--- src/rtl/dmem_pkg.sv ---
// Shared types and defaults for the MEM-stage data-memory access controller.
package dmem_pkg;

    typedef enum logic [1:0] {
        ST_IDLE,
        ST_BUSY,
        ST_DONE
    } dmem_state_t;

    localparam int unsigned DMEM_TIMEOUT_DEFAULT = 255;
    localparam logic [31:0] DMEM_ERR_DATA        = 32'hDEAD_BEEF;

endpackage

--- src/rtl/dmem_watchdog.sv ---
// Saturating wait-cycle counter; flags the cycle in which a pending request
// has been waiting TIMEOUT_CYCLES cycles (first waiting cycle counts as 1).
module dmem_watchdog #(
    parameter int unsigned TIMEOUT_CYCLES = 255
) (
    input  logic clk,
    input  logic rst,
    input  logic clr,
    input  logic en,
    output logic expire
);

    generate
        if (TIMEOUT_CYCLES == 0) begin : g_off
            assign expire = 1'b0;
        end else begin : g_on
            localparam int unsigned CW = $clog2(TIMEOUT_CYCLES + 1);
            localparam logic [CW-1:0] LAST = CW'(TIMEOUT_CYCLES - 1);
            localparam logic [CW-1:0] SAT  = CW'(TIMEOUT_CYCLES);

            logic [CW-1:0] cnt;

            // Count completed waiting cycles, clearing between requests.
            always_ff @(posedge clk) begin
                if (rst || clr) begin
                    cnt <= '0;
                end else if (en && cnt != SAT) begin
                    cnt <= cnt + 1'b1;
                end
            end

            // cnt holds the number of earlier waiting cycles, so this cycle is number cnt+1.
            assign expire = en && (cnt == LAST);
        end
    endgenerate

endmodule

--- src/rtl/data_mem_access.sv ---
// MEM-stage data-memory access controller: turns a load/store into a
// req/ack transaction, stalls the pipeline until done, guards with a watchdog.
module data_mem_access
    import dmem_pkg::*;
#(
    parameter int unsigned TIMEOUT_CYCLES = DMEM_TIMEOUT_DEFAULT,
    parameter logic [31:0] ERR_DATA       = DMEM_ERR_DATA
) (
    input  logic        clk,
    input  logic        rst,
    input  logic        memReadM,
    input  logic        memWriteM,
    input  logic [31:0] aluOutM,
    input  logic [31:0] writeDataM,
    output logic [31:0] readDataM,
    output logic        stallM,
    output logic        addrErrM,
    output logic        busErrM,
    output logic        dmemReq,
    output logic        dmemWe,
    output logic [31:0] dmemAddr,
    output logic [31:0] dmemWData,
    input  logic        dmemAck,
    input  logic [31:0] dmemRData
);

    dmem_state_t state;
    logic        access;
    logic        aligned;
    logic        wd_clr;
    logic        wd_en;
    logic        wd_expire;

    assign access  = memReadM | memWriteM;
    assign aligned = (aluOutM[1:0] == 2'b00);
    assign wd_clr  = (state == ST_IDLE);
    assign wd_en   = (state == ST_BUSY) && !dmemAck;

    dmem_watchdog #(
        .TIMEOUT_CYCLES(TIMEOUT_CYCLES)
    ) u_watchdog (
        .clk   (clk),
        .rst   (rst),
        .clr   (wd_clr),
        .en    (wd_en),
        .expire(wd_expire)
    );

    // Pipeline handshake flags; all forced low while reset is held.
    always_comb begin
        stallM   = 1'b0;
        addrErrM = 1'b0;
        busErrM  = 1'b0;
        if (!rst) begin
            stallM   = ((state == ST_IDLE) && access && aligned) || (state == ST_BUSY);
            addrErrM = (state == ST_IDLE) && access && !aligned;
            busErrM  = wd_expire;
        end
    end

    // Transaction FSM with registered memory-port and load-data outputs.
    always_ff @(posedge clk) begin
        if (rst) begin
            state     <= ST_IDLE;
            dmemReq   <= 1'b0;
            dmemWe    <= 1'b0;
            dmemAddr  <= '0;
            dmemWData <= '0;
            readDataM <= '0;
        end else begin
            case (state)
                ST_IDLE: begin
                    if (access) begin
                        if (aligned) begin
                            dmemReq   <= 1'b1;
                            dmemWe    <= memWriteM;
                            dmemAddr  <= {aluOutM[31:2], 2'b00};
                            dmemWData <= writeDataM;
                            state     <= ST_BUSY;
                        end else begin
                            readDataM <= '0;
                        end
                    end
                end
                ST_BUSY: begin
                    if (dmemAck) begin
                        readDataM <= dmemWe ? 32'd0 : dmemRData;
                        dmemReq   <= 1'b0;
                        state     <= ST_DONE;
                    end else if (wd_expire) begin
                        readDataM <= dmemWe ? 32'd0 : ERR_DATA;
                        dmemReq   <= 1'b0;
                        state     <= ST_DONE;
                    end
                end
                ST_DONE: begin
                    state <= ST_IDLE;
                end
                default: begin
                    state <= ST_IDLE;
                end
            endcase
        end
    end

endmodule

--- config.mk ---
export PLATFORM = sky130hd
export DESIGN_NAME = data_mem_access
export DESIGN_NICKNAME = d
export VERILOG_FILES = /design/src/rtl/dmem_pkg.sv /design/src/rtl/dmem_watchdog.sv /design/src/rtl/data_mem_access.sv
export SDC_FILE = /design/constraint.sdc
export NUM_CORES = 1
export LEC_CHECK = 0
export CORE_ASPECT_RATIO = 0.75
export CORE_MARGIN = 1
export CORE_UTILIZATION = 45
export CTS_BUF_LIST = sky130_fd_sc_hd__clkbuf_8
export DETAILED_ROUTE_END_ITERATION = 10
export PLACE_DENSITY = 0.88
export SLEW_MARGIN = 0
export SYNTH_ARGS = -nofsm -noshare
export SYNTH_HDL_FRONTEND = slang
export SYNTH_SLANG_ARGS = --single-unit
--- constraint.sdc ---
create_clock -name clk -period 4 [get_ports clk]
set_clock_uncertainty 0.1 [all_clocks]
set_input_delay 0.8 -clock clk [delete_from_list [all_inputs] [get_ports clk]]
set_output_delay 0.8 -clock clk [all_outputs]
set_load 0.05 [all_outputs]
Word level (Yosys, flattened, before mapping)
Cells that the tools add are included.
{"block": "totals", "ff_bits": 106, "output_inout_bits": 101, "input_bits": 101, "word_cells": 53}
{"block": "classes", "n_eq_ne": 7, "mux": 20, "n_addsub": 1, "reduce_logical": 17, "bitwise_logic": 1}
{"cell": "32-bit two-way mux", "count": 6}
{"cell": "32-bit one-hot mux with 2 select lines", "count": 1}
{"cell": "8-bit by 1-bit adder with 8-bit output (second input constant)", "count": 1}
{"cell": "8-bit == test (second input constant)", "count": 1}
{"cell": "2-bit two-way mux", "count": 4}
{"cell": "8-bit != test (second input constant)", "count": 1}
{"cell": "4-bit AND reduction", "count": 2}
{"cell": "1-bit two-way mux", "count": 7}
{"cell": "1-bit logical AND", "count": 6}
{"cell": "2-bit != test (second input constant)", "count": 3}
{"cell": "3-bit AND reduction", "count": 2}
{"cell": "2-bit logical NOT", "count": 2}
{"cell": "2-bit one-hot mux with 2 select lines", "count": 1}
{"cell": "3-bit != test (second input constant)", "count": 1}
{"cell": "2-bit by 1-bit == test with 1-bit output (second input constant)", "count": 1}
{"cell": "1-bit logical NOT", "count": 2}
{"cell": "1-bit logical OR", "count": 2}
{"cell": "1-bit one-hot mux with 2 select lines", "count": 1}
{"cell": "2-bit nonzero test", "count": 1}
{"cell": "1-bit OR", "count": 1}

Logic depth before layout (Yosys ltp)
Gate-level depths: netlist of run 1.
{"block": "depth", "ltp_word": 6, "depth_mapped": 7, "depth_no_buf": 6}

Modules after synthesis
A second synthesis of run 1 with hierarchy kept.
{"block": "hier_totals", "hier_cells": 447, "hier_area_um2": 4418.0}
{"module": "data_mem_access", "area_per_inst_um2": 3958.8, "cells_each": 396, "instances": 1, "seq_area_each_um2": 1961.9}
{"module": "dmem_watchdog", "area_per_inst_um2": 459.2, "cells_each": 51, "instances": 1, "seq_area_each_um2": 160.2}

Worst setup path after synthesis of run 1
Ideal clock, no wire load.
{"block": "synth_timing", "path_type": "input port to output port", "from": "input port rst", "to": "output port busErrM", "slack_ns": 0.378, "arrival_time_ns": 2.722, "n_path_buf": 2, "path_stages": 3, "t_required_ns": 3.100, "path_cell_list": "clkbuf_1 -> clkbuf_1 -> nor4_1"}
{"block": "synth_via", "elab_chain_len": 1}
{"item": "start, declared", "line_no": "data_mem_access.sv:10", "text": "input logic rst,"}
{"item": "1-bit two-way mux", "line_no": "data_mem_access.sv:54", "text": "if (!rst) begin"}
{"item": "end, declared", "line_no": "data_mem_access.sv:18", "text": "output logic busErrM,"}
No other way between the ends.

Worst setup path after layout of run 1
{"block": "layout_timing", "from": "input port memReadM", "to": "output port addrErrM"}
{"block": "layout_via", "elab_chain_len": 4}
{"item": "start, declared", "line_no": "data_mem_access.sv:11", "text": "input logic memReadM,"}
{"item": "1-bit OR", "line_no": "data_mem_access.sv:34", "text": "assign access = memReadM | memWriteM;"}
{"item": "1-bit logical AND (2 in a row)", "line_no": "data_mem_access.sv:56", "text": "addrErrM = (state == ST_IDLE) && access && !aligned;"}
{"item": "1-bit two-way mux", "line_no": "data_mem_access.sv:54"}
{"item": "end, declared", "line_no": "data_mem_access.sv:17", "text": "output logic addrErrM,"}
No other way between the ends.

==> impl_metrics.csv, run 1 <==
group,metric,value,unit
global_routing,antenna_found_initial,0,
floorplanning,dieWidth,113,um
clock_network,ctsHoldBuffers,0,
synth,yosys-top-cells-area,"dfxtp_1 51%, nand2_1 12%, a21oi_1 8.2%, mux2i_1 5.8%, nand2b_1 3.6%",
cells_and_area,final_nets,755,
synth,synthFlopType,"dfxtp_1",
global_routing,grt_pass1_vias,3792,
synth,synth-seq-cells,106,
worst_setup_path,worstSetupEndpointType,"primary output",
worst_setup_path,worstSetupPathType,"input pin to primary output",
placed_design,gp_congestion,0.860,
global_routing,met2_usage,42.5,%
global_routing,grt_usage,23.6,%
sta,max_slew.worst_pin.slew,0.904,ns
worst_setup_path,worstReg2RegEnd,"readDataM[1]$_SDFFE_PP0P_",
global_routing,gr-total-overflow,0,
clock_network,cts_tree,"built",
synth,synth_common_cells,"127 x nand2_1, 106 x dfxtp_1, 68 x a21oi_1, 24 x mux2i_1, 24 x nand2b_1",
sta,rsz0062_at_grt,"false",
floorplanning,io_pins,202,
worst_setup_path,cp.arrival,2.57,ns
clock_network,clock_latency,0.36,ns
global_routing,busiest_layer,"met2",
placed_design,dpl.hpwl,8.21,mm
power,power_density,351,nW/um^2
clock_network,cts_root_buffer,"clkbuf_8",
synth,yosys.cell_count.top_type,"nand2_1",
detailed_routing,wl_per_cell,14.8,um
sta,period_share,86.7,%
clock_network,cts_max_path_buffers,2,
worst_setup_path,reg2reg_slack,1.97,ns
job,drv_cap,0,
worst_setup_path,setup.worst_path.start,"memReadM",
sta,period_needed,3.47,ns
cells_and_area,final_util,72.8,%
worst_setup_path,worstPathMaxFanout,4,
global_routing,grt_pass1_wl,18.0,mm
synth,synth_top_area_cell,"dfxtp_1",
clock_network,htreeDepth,3,
placed_design,io_buffers,199,
detailed_routing,drtIter0Drc,222,
detailed_routing,ant_nets,0,
detailed_routing,firstDrtPassIters,4,
sta,fin_setup_tns,0,ns
floorplanning,num_rows,29,
run_status,status,"finished clean",
clock_network,cts_setup_buffers,0,
worst_hold_path,hold_path.class,"register to register",
synth,ys_async_sr_fraction,0,%
detailed_routing,drt-total-wl,11.3,mm
sta,setup_viol,0,
detailed_routing,route.detailed.drc,0,
detailed_routing,avgViaCountPerCell,5.08,
sta,finalWorstSetupSlack,0.531,ns
synth,syn-instance-count,470,
worst_setup_path,endpoint,"addrErrM",
cells_and_area,area_growth,52.4,%
synth,yosysUniqueCellTypes,43,
sta,drv_slew,0,
power,vdd_drop_max,270,uV
floorplanning,dieArea,9590,sq um
detailed_routing,vias,3890,
placed_design,place_ws,0.567,ns
cells_and_area,n_antenna_cell,0,
synth,syn_area_per_cell,8.81,sq um
global_routing,grtUsageMet1,27.8,%
floorplanning,start_util,47.8,%
global_routing,grt_start_max_net_pins,97,
floorplanning,die_y,85.1,um
sta,max_freq,288,MHz
synth,synth_warnings,0,
worst_setup_path,r2r_cells,6,
power,p_leak,0.00224,uW
clock_network,cts_made_buffers,9,
worst_setup_path,cp.required,3.10,ns
floorplanning,core_area,8670,sq um
clock_network,numClockSinks,106,
worst_setup_path,startpoint_type,"input pin",
global_routing,met3_usage,5.14,%
sta,hold_viol,0,
worst_setup_path,r2r-start,"u_watchdog.g_on.cnt[0]$_SDFFE_PP0P_",
clock_network,cts_resized,0,
synth,ys_seq_area_share,51.2,%
cells_and_area,drive_above_1_share,5.18,%
clock_network,cts.clk_slew.worst_paths,0.09,ns
sta,slew_headroom,39.8,%
power,total_power,2220,uW
synth,netlist_area,4140,sq um
synth,netlist.area_leader.share,51.2,%
synth,synth-edff-count,0,
[power by group]
group | internal [uW] | switching, uW
Clock | 303 | 352
Sequential | 1090 | 21.4
Combinational | 193 | 256
[sequential cells by signal, summed over array words and instances, names as in the netlist]
| signal | flops |
|---|---|
| dmemWData | 32 |
| readDataM | 32 |
| dmemAddr | 30 |
| u_watchdog.g_on.cnt | 8 |
| state | 2 |
| dmemReq | 1 |
| dmemWe | 1 |
[cell families (layout without fill, tap and decap cells)]
| logic type | Yosys count | count (layout) | share of synthesized area [%] |
|---|---|---|---|
| DFF | 106 | 106 | 51.2 |
| adders and majority gates | 2 | 2 | 0.604 |
| other | 1 | 2 | 0.0905 |
| muxes | 24 | 24 | 5.80 |
| AOI/OAI and AO/OA | 116 | 116 | 16.0 |
| xor gates and xnor gates | 4 | 4 | 0.846 |
| and+or+nand+nor | 179 | 179 | 20.1 |
| buffers and inverters | 38 | 224 | 5.35 |
[placed cells by master (no fill, tap or decap), types with 2 or more instances in the layout]
master           count
clkdlybuf4s50_1    196
nand2_1            127
dfxtp_1            106
a21oi_1             68
nand2b_1            24
mux2i_1             24
o21ai_0             13
o21ai_1             12
clkbuf_8            10
nor2_1               9
a22o_1               8
inv_1                6
buf_4                6
xnor2_1              4
nor4_1               3
a31oi_1              3
nand3_1              2
and3_1               2
a211oi_1             2
ha_1                 2
conb_1               2
[layout make-up]
type	instances	area, sq um
Tap cell	108	135
Fill cell	673	2360
Clock inverter	6	58.8
Clock buffer	10	138
Inverter	4	15.0
Timing Repair Buffer	204	2030
Multi-Input combinational cell	327	1810
Sequential cell	106	2120
[how the worst min path moves through the flow]
stage | from | end | slack (ns) | cells past startpoint
4_1_cts | dmemAddr[23]$_SDFFE_PP0P_ | dmemAddr[23]$_SDFFE_PP0P_ | 0.36 | 2
6_report | dmemWData[4]$_SDFFE_PP0P_ | dmemWData[4]$_SDFFE_PP0P_ | 0.36 | 2
5_1_grt | dmemWData[5]$_SDFFE_PP0P_ | dmemWData[5]$_SDFFE_PP0P_ | 0.38 | 2
2_1_floorplan | u_watchdog.g_on.cnt[4]$_SDFFE_PP0P_ | u_watchdog.g_on.cnt[4]$_SDFFE_PP0P_ | 0.36 | 2
3_5_place_dp | dmemAddr[23]$_SDFFE_PP0P_ | dmemAddr[23]$_SDFFE_PP0P_ | 0.35 | 2
3_3_place_gp | dmemWData[8]$_SDFFE_PP0P_ | dmemWData[8]$_SDFFE_PP0P_ | 0.34 | 2
[layer usage]
metal  vias up  part of all wire, %
li1       1934                    -
met1      1813                   42
met4         0                  2.1
met3        18                  5.4
met2       125                   50
met5         -                    0
[critical path, stage by stage]
cell and delay (ns):
clkdlybuf4s50_1 0.58, o22ai_1 0.15, nor4_1 0.19, clkdlybuf4s50_1 0.85
[through the flow]
stage | cells | instance area, sq um | hold WS [ns]
after global placement | 749 | 6110 | 0.341
after detailed placement | 749 | 6110 | 0.345
after CTS | 765 | 6310 | 0.359
after global routing | 765 | 6310 | 0.376
after floorplan | 471 | 4150 | 0.361
final | 765 | 6310 | 0.356
Power figures use the tool's default switching activity.
==> run 2: changes to the inputs <==
- CAP_MARGIN: unset -> 10
- CORE_ASPECT_RATIO: 0.75 -> 0.8
- SKIP_LAST_GASP: unset -> 1
==> run 2 against run 1 <==
Net effect:
- sequential power is essentially flat
- first-iteration DRC count is 17% lower
- design area shrank 0.38%
- combinational power about the same
- largest cell class unchanged
- sequential cell count stayed put
- die area hardly changed
- critical path depth did not move
- count of clock-buffer cells in the layout fell by 1
- final cell count grew 0.13%
- core utilization shrank 0.58 points
- hold slack barely moved
- maximum frequency is essentially flat
==> impl_metrics.csv, run 2 (synthesized netlist as in run 1, its figures left out) <==
group,metric,value,unit
cells_and_area,reg_top3,"dmemWData: 32 flops, readDataM: 32 flops, dmemAddr: 30 flops",
sta,period_share,86.7,%
worst_setup_path,worst_path_max_delay_cell,"clkdlybuf4s50_1",
cells_and_area,final_cell_mix,"196 x clkdlybuf4s50_1, 127 x nand2_1, 106 x dfxtp_1",
detailed_routing,drt-total-wl,11.4,mm
cells_and_area,n_antenna_cell,0,
power,vdd_drop_max,278,uV
worst_setup_path,worstSetupPathType,"input pin to primary output",
clock_network,cts_root_buffer,"clkbuf_8",
floorplanning,io_pins,202,
sta,hold_viol,0,
floorplanning,start_util,47.6,%
sta,slew_headroom,22.3,%
global_routing,grt_usage,23.0,%
run_status,status,"finished clean",
cells_and_area,final_common_cell,"clkdlybuf4s50_1",
floorplanning,num_rows,30,
global_routing,grt_pass1_vias,3673,
sta,fin_hold_ws,0.356,ns
floorplanning,dieWidth,109,um
detailed_routing,firstDrtPassIters,4,
power,total_power,2180,uW
clock_network,cts_made_buffers,9,
worst_setup_path,startpoint_type,"input pin",
global_routing,grt_pass1_wl,17.1,mm
sta,fin_setup_tns,0,ns
global_routing,grt_start_max_net_pins,73,
clock_network,cts.clk_slew.worst_paths,0.09,ns
worst_hold_path,hold_path.class,"register to register",
floorplanning,core_area,8710,sq um
clock_network,clock_latency,0.36,ns
cells_and_area,area_growth,51.8,%
worst_setup_path,cp_common_cell,"clkdlybuf4s50_1",
worst_setup_path,worstPathMaxFanout,4,
cells_and_area,final_cell_count_no_fill,766,
cells_and_area,final_nets,753,
placed_design,placed_area,6100,sq um
floorplanning,die_y,87.8,um
cells_and_area,nFillCells,677,
power,power_density,347,nW/um^2
detailed_routing,route.detailed.drc,0,
global_routing,gr-total-overflow,0,
detailed_routing,vias,3917,
placed_design,gp_congestion,0.822,
placed_design,dpl.cell_count,751,
clock_network,htreeDepth,3,
clock_network,cts_max_path_buffers,2,
detailed_routing,wl_per_cell,14.9,um
worst_setup_path,crit_chain,"clkdlybuf4s50_1, o22ai_1, nor4_1, clkdlybuf4s50_1",
sta,drv_slew,0,
sta,period_needed,3.47,ns
clock_network,numClockSinks,106,
detailed_routing,ant_nets,0,
detailed_routing,avgViaCountPerCell,5.11,
power,p_leak,0.00223,uW
cells_and_area,design_area,6290,sq um
sta,setup_viol,0,
placed_design,io_buffers,199,
global_routing,antenna_found_initial,0,
cells_and_area,drive_above_1_share,5.05,%
clock_network,ctsHoldBuffers,0,
detailed_routing,drtIter0Drc,184,
sta,max_slew.worst_pin.slew,1.16,ns
clock_network,cts_setup_buffers,0,
worst_setup_path,cp.required,3.10,ns
worst_setup_path,cp_top_family,"buffers and inverters",
clock_network,cts_resized,0,
worst_setup_path,cp.arrival,2.57,ns
floorplanning,dieArea,9590,sq um
sta,rsz0062_at_grt,"false",
clock_network,cts_tree,"built",
placed_design,dpl.hpwl,8.24,mm
worst_setup_path,cp_num_buf_inv,2,
worst_setup_path,worstSetupEndpointType,"primary output",
job,drv_cap,0,
sta,max_freq,288,MHz
worst_setup_path,max_stage_delay,0.86,ns
## run 2: cell count changes in the layout (fill, tap and decap cells not counted)
cell        previous run  this run
clkbuf_8              10         9
clkinvlp_4             1         0
buf_4                  6         4
clkinv_2               1         4
inv_1                  6         4
## run 2: metrics by stage
| stage | setup WS [ns] | utilization (%) |
|---|---|---|
| floorplan | 0.378 | - |
| global placement | 0.525 | 70.1 |
| detailed placement | 0.522 | 70.1 |
| CTS | 0.522 | 72.2 |
| global route | 0.459 | 72.2 |
| finish | 0.530 | 72.2 |
## run 2: worst paths after layout
kind                                   start                          to  slack (ns)  cells past startpoint
setup / recovery                    memReadM                    addrErrM        0.53                      4
hold reg to reg   dmemWData[15]$_SDFFE_PP0P_  dmemWData[15]$_SDFFE_PP0P_        0.36                      2
hold / removal    dmemWData[15]$_SDFFE_PP0P_  dmemWData[15]$_SDFFE_PP0P_        0.36                      2
setup reg to reg       state[0]$_SDFFE_PP0P_  readDataM[23]$_SDFFE_PP0P_        1.75                      4
## run 2: cell type report
class	count	area [sq um]	area share, %
clock buffer	9	124	1.97
tap	112	140	2.23
inverter	4	15.0	0.239
sequential	106	2120	33.8
multi-input combinational	327	1810	28.8
clock inverter	6	58.8	0.935
timing repair buffer	202	2020	32.1
## run 2: where the power goes
group	internal, uW	total [uW]	leakage (uW)	switching [uW]
clock network	283	619	0.0000986	336
logic	192	449	0.00127	257
registers	1090	1110	0.000861	21.9
total	1570	2180	0.00223	615
## run 2: worst register-to-register path, delay by kind of cell, from the launching register on
kind,cells,cell delay [ns]
simple gates,2,1.01
mux,1,0.20
flops,1,0.58
compound gates,1,0.28
## run 2: routing by layer
layer  part of all wire, %  GRT usage, %  wire length, um
met1                    40          25.3             4600
met2                    51          42.5             5860
met3                   6.1          6.10              694
met4                   2.3          8.24              257
met5                     0             0                0
==> patch: new RTL, config.mk and constraints of run 1 <==
Re-encode `dmem_state_t` (3 states) as one-hot, 3 bits wide.
--- a/src/rtl/dmem_pkg.sv
+++ b/src/rtl/dmem_pkg.sv
@@ -1,10 +1,10 @@
 // Shared types and defaults for the MEM-stage data-memory access controller.
 package dmem_pkg;
 
-    typedef enum logic [1:0] {
-        ST_IDLE,
-        ST_BUSY,
-        ST_DONE
+    typedef enum logic [2:0] {
+        ST_IDLE = 3'b001,
+        ST_BUSY = 3'b010,
+        ST_DONE = 3'b100
     } dmem_state_t;
 
     localparam int unsigned DMEM_TIMEOUT_DEFAULT = 255;
Function: same outputs for any inputs over 4 cycles, from zero or initial values and one cycle with rst high; so few cycles prove little.
==> patch against run 1 <==
Wire length down 1.5%; worst setup slack better by 58 ps; maximum frequency up 1.7%; sequential cell count up 1; cell count down 2.4%; worst hold slack better by 0.60 ps; design area down 2.0%; first-iteration DRC count down 11%; utilization up 0.052 points; total power down 1.4%; synthesized area down 4.2%; sequential share of layout area up 1.0 points; critical path type unchanged.
==> patch: results (changes against run 1) <==
Finish
  – Top flop regs: dmemWData (32), readDataM (32), dmemAddr (30)
  – Share of cells above drive strength 1: 5.01% (-0.17 points)
  – Fillers: 612 (-9.1%)
  – Final nets: 738 (-2.3%)
  – ANT cells: 0 (unchanged)

Pwr
  – Power per cell area: 353 nW/um^2 (+0.59%)
  – Pleak: 2.11 nW (-5.9%)
  – Peak supply drop: 0.000323 V (+20%)

Worst setup path
  – Arr. time, crit path: 2510 ps (-60 ps)
  – Slowest CP cell: nor4b_1
  – Family with the most delay on the worst path: simple AND/OR/NAND/NOR gates
  – CP max FO: 8 (+4)
  – Worst-case reg-to-reg path depth: 3 (-3)
  – R2R Setup Slk: 1940 ps (-30 ps)
  – Crit path largest cell delay: 570 ps (-280 ps)

Drt
  – Routed length per instance: 15.0 um (+0.84%)
  – Initial drt markers: 198 (-11%)
  – Drt first pass iters: 5 (+1)
  – DR vias: 3928 (+0.98%)

Synthesis
  – Yosys cell types: 45 (+4.7%)
  – Synth Warn #: 0 (unchanged)
  – Top post-synthesis cells by area: dfxtp_1 54%, nand2_1 12%, a21oi_1 11%
  – Synth top cells by count: 127 x nand2_1, 107 x dfxtp_1, 91 x a21oi_1
  – Sequential-to-total area share from yosys stat: 54.0% (+2.7 points)
  – Fraction of registers with async set/reset: 0% (unchanged)

Global routing
  – Largest net degree at the start of global routing: 73 (-25%)
  – First-pass GRT wire length: 17800 um (-1.4%)
  – Gr usage total: 23.9% (+0.23 points)
  – Vias in the first global route: 3739 (-1.4%)

Placement
  – Post-DP HPWL: 8030 um (-2.2%)
  – I/O Buffers: 199 (unchanged)
  – DP Area: 5970 sq um (-2.4%)
  – Gpl congestion: 0.846 (-1.6%)

Clocking
  – H-tree levels: 3 (unchanged)
  – Quantity of gates resized following cts: 0 (unchanged)
  – Post-CTS setup buffers: 0 (unchanged)
  – Clk pin slew, worst setup/hold paths: 100 ps
  – CTS max path bufs: 2 (unchanged)

STA
  – Slew margin rel.: 38.6% (-1.2 points)

Run status
  – Status: finished, final reports clean
[patch: area by class of cell]
class	instances	share of cell area, %
Clock buffer	9	2.00
Clock inverter	6	1.46
Inverter	3	0.182
Multi-Input combinational cell	308	26.4
Sequential cell	107	34.6
Tap cell	108	2.19
Timing Repair Buffer	206	33.1
[patch: worst paths after layout]
kind / from / end
max reg2reg: state[1] / readDataM[12]
min: dmemAddr[12] / dmemAddr[12]
min reg2reg: dmemAddr[12] / dmemAddr[12]
max: dmemAck / busErrM
[patch: per-layer routing]
layer | share of wire, % | wire [um] | track usage [%]
met1 | 43 | 4760 | 28.2
met2 | 49 | 5430 | 40.0
met3 | 7.1 | 789 | 8.47
met4 | 1.8 | 196 | 8.61
met5 | 0 | 0 | 0
[patch: logic make-up after synthesis]
family / count (synthesis) / synth area share [%]
other cells: 1 / 0.0945
fa+ha+maj: 2 / 0.630
compound gates: 139 / 21.7
flops: 107 / 54.0
xor+xnor: 2 / 0.441
buf+inv: 39 / 5.17
simple gates: 163 / 18.0
[patch: metrics by stage]
| step | instances | setup WS, ps | hold WS (ps) | total power [mW] |
|---|---|---|---|---|
| 2_1_floorplan | 454 | 109 | 367 | 1.34 |
| 6_report | 747 | 589 | 357 | 2.19 |
| 3_5_place_dp | 732 | 604 | 346 | 1.51 |
| 3_3_place_gp | 732 | 677 | 341 | 1.50 |
| 5_1_grt | 747 | 486 | 373 | 2.28 |
| 4_1_cts | 747 | 567 | 359 | 2.21 |
[patch: tightest hold or removal path, cell delays in order (launching register included)]
cell     delay (ps)
dfxtp_1         320
nand2_1          50
a21oi_1          50
[patch: report_power, final]
group	internal (mW)	switching, mW
logic	0.164	0.212
registers	1.09	0.0156
clock network	0.351	0.349
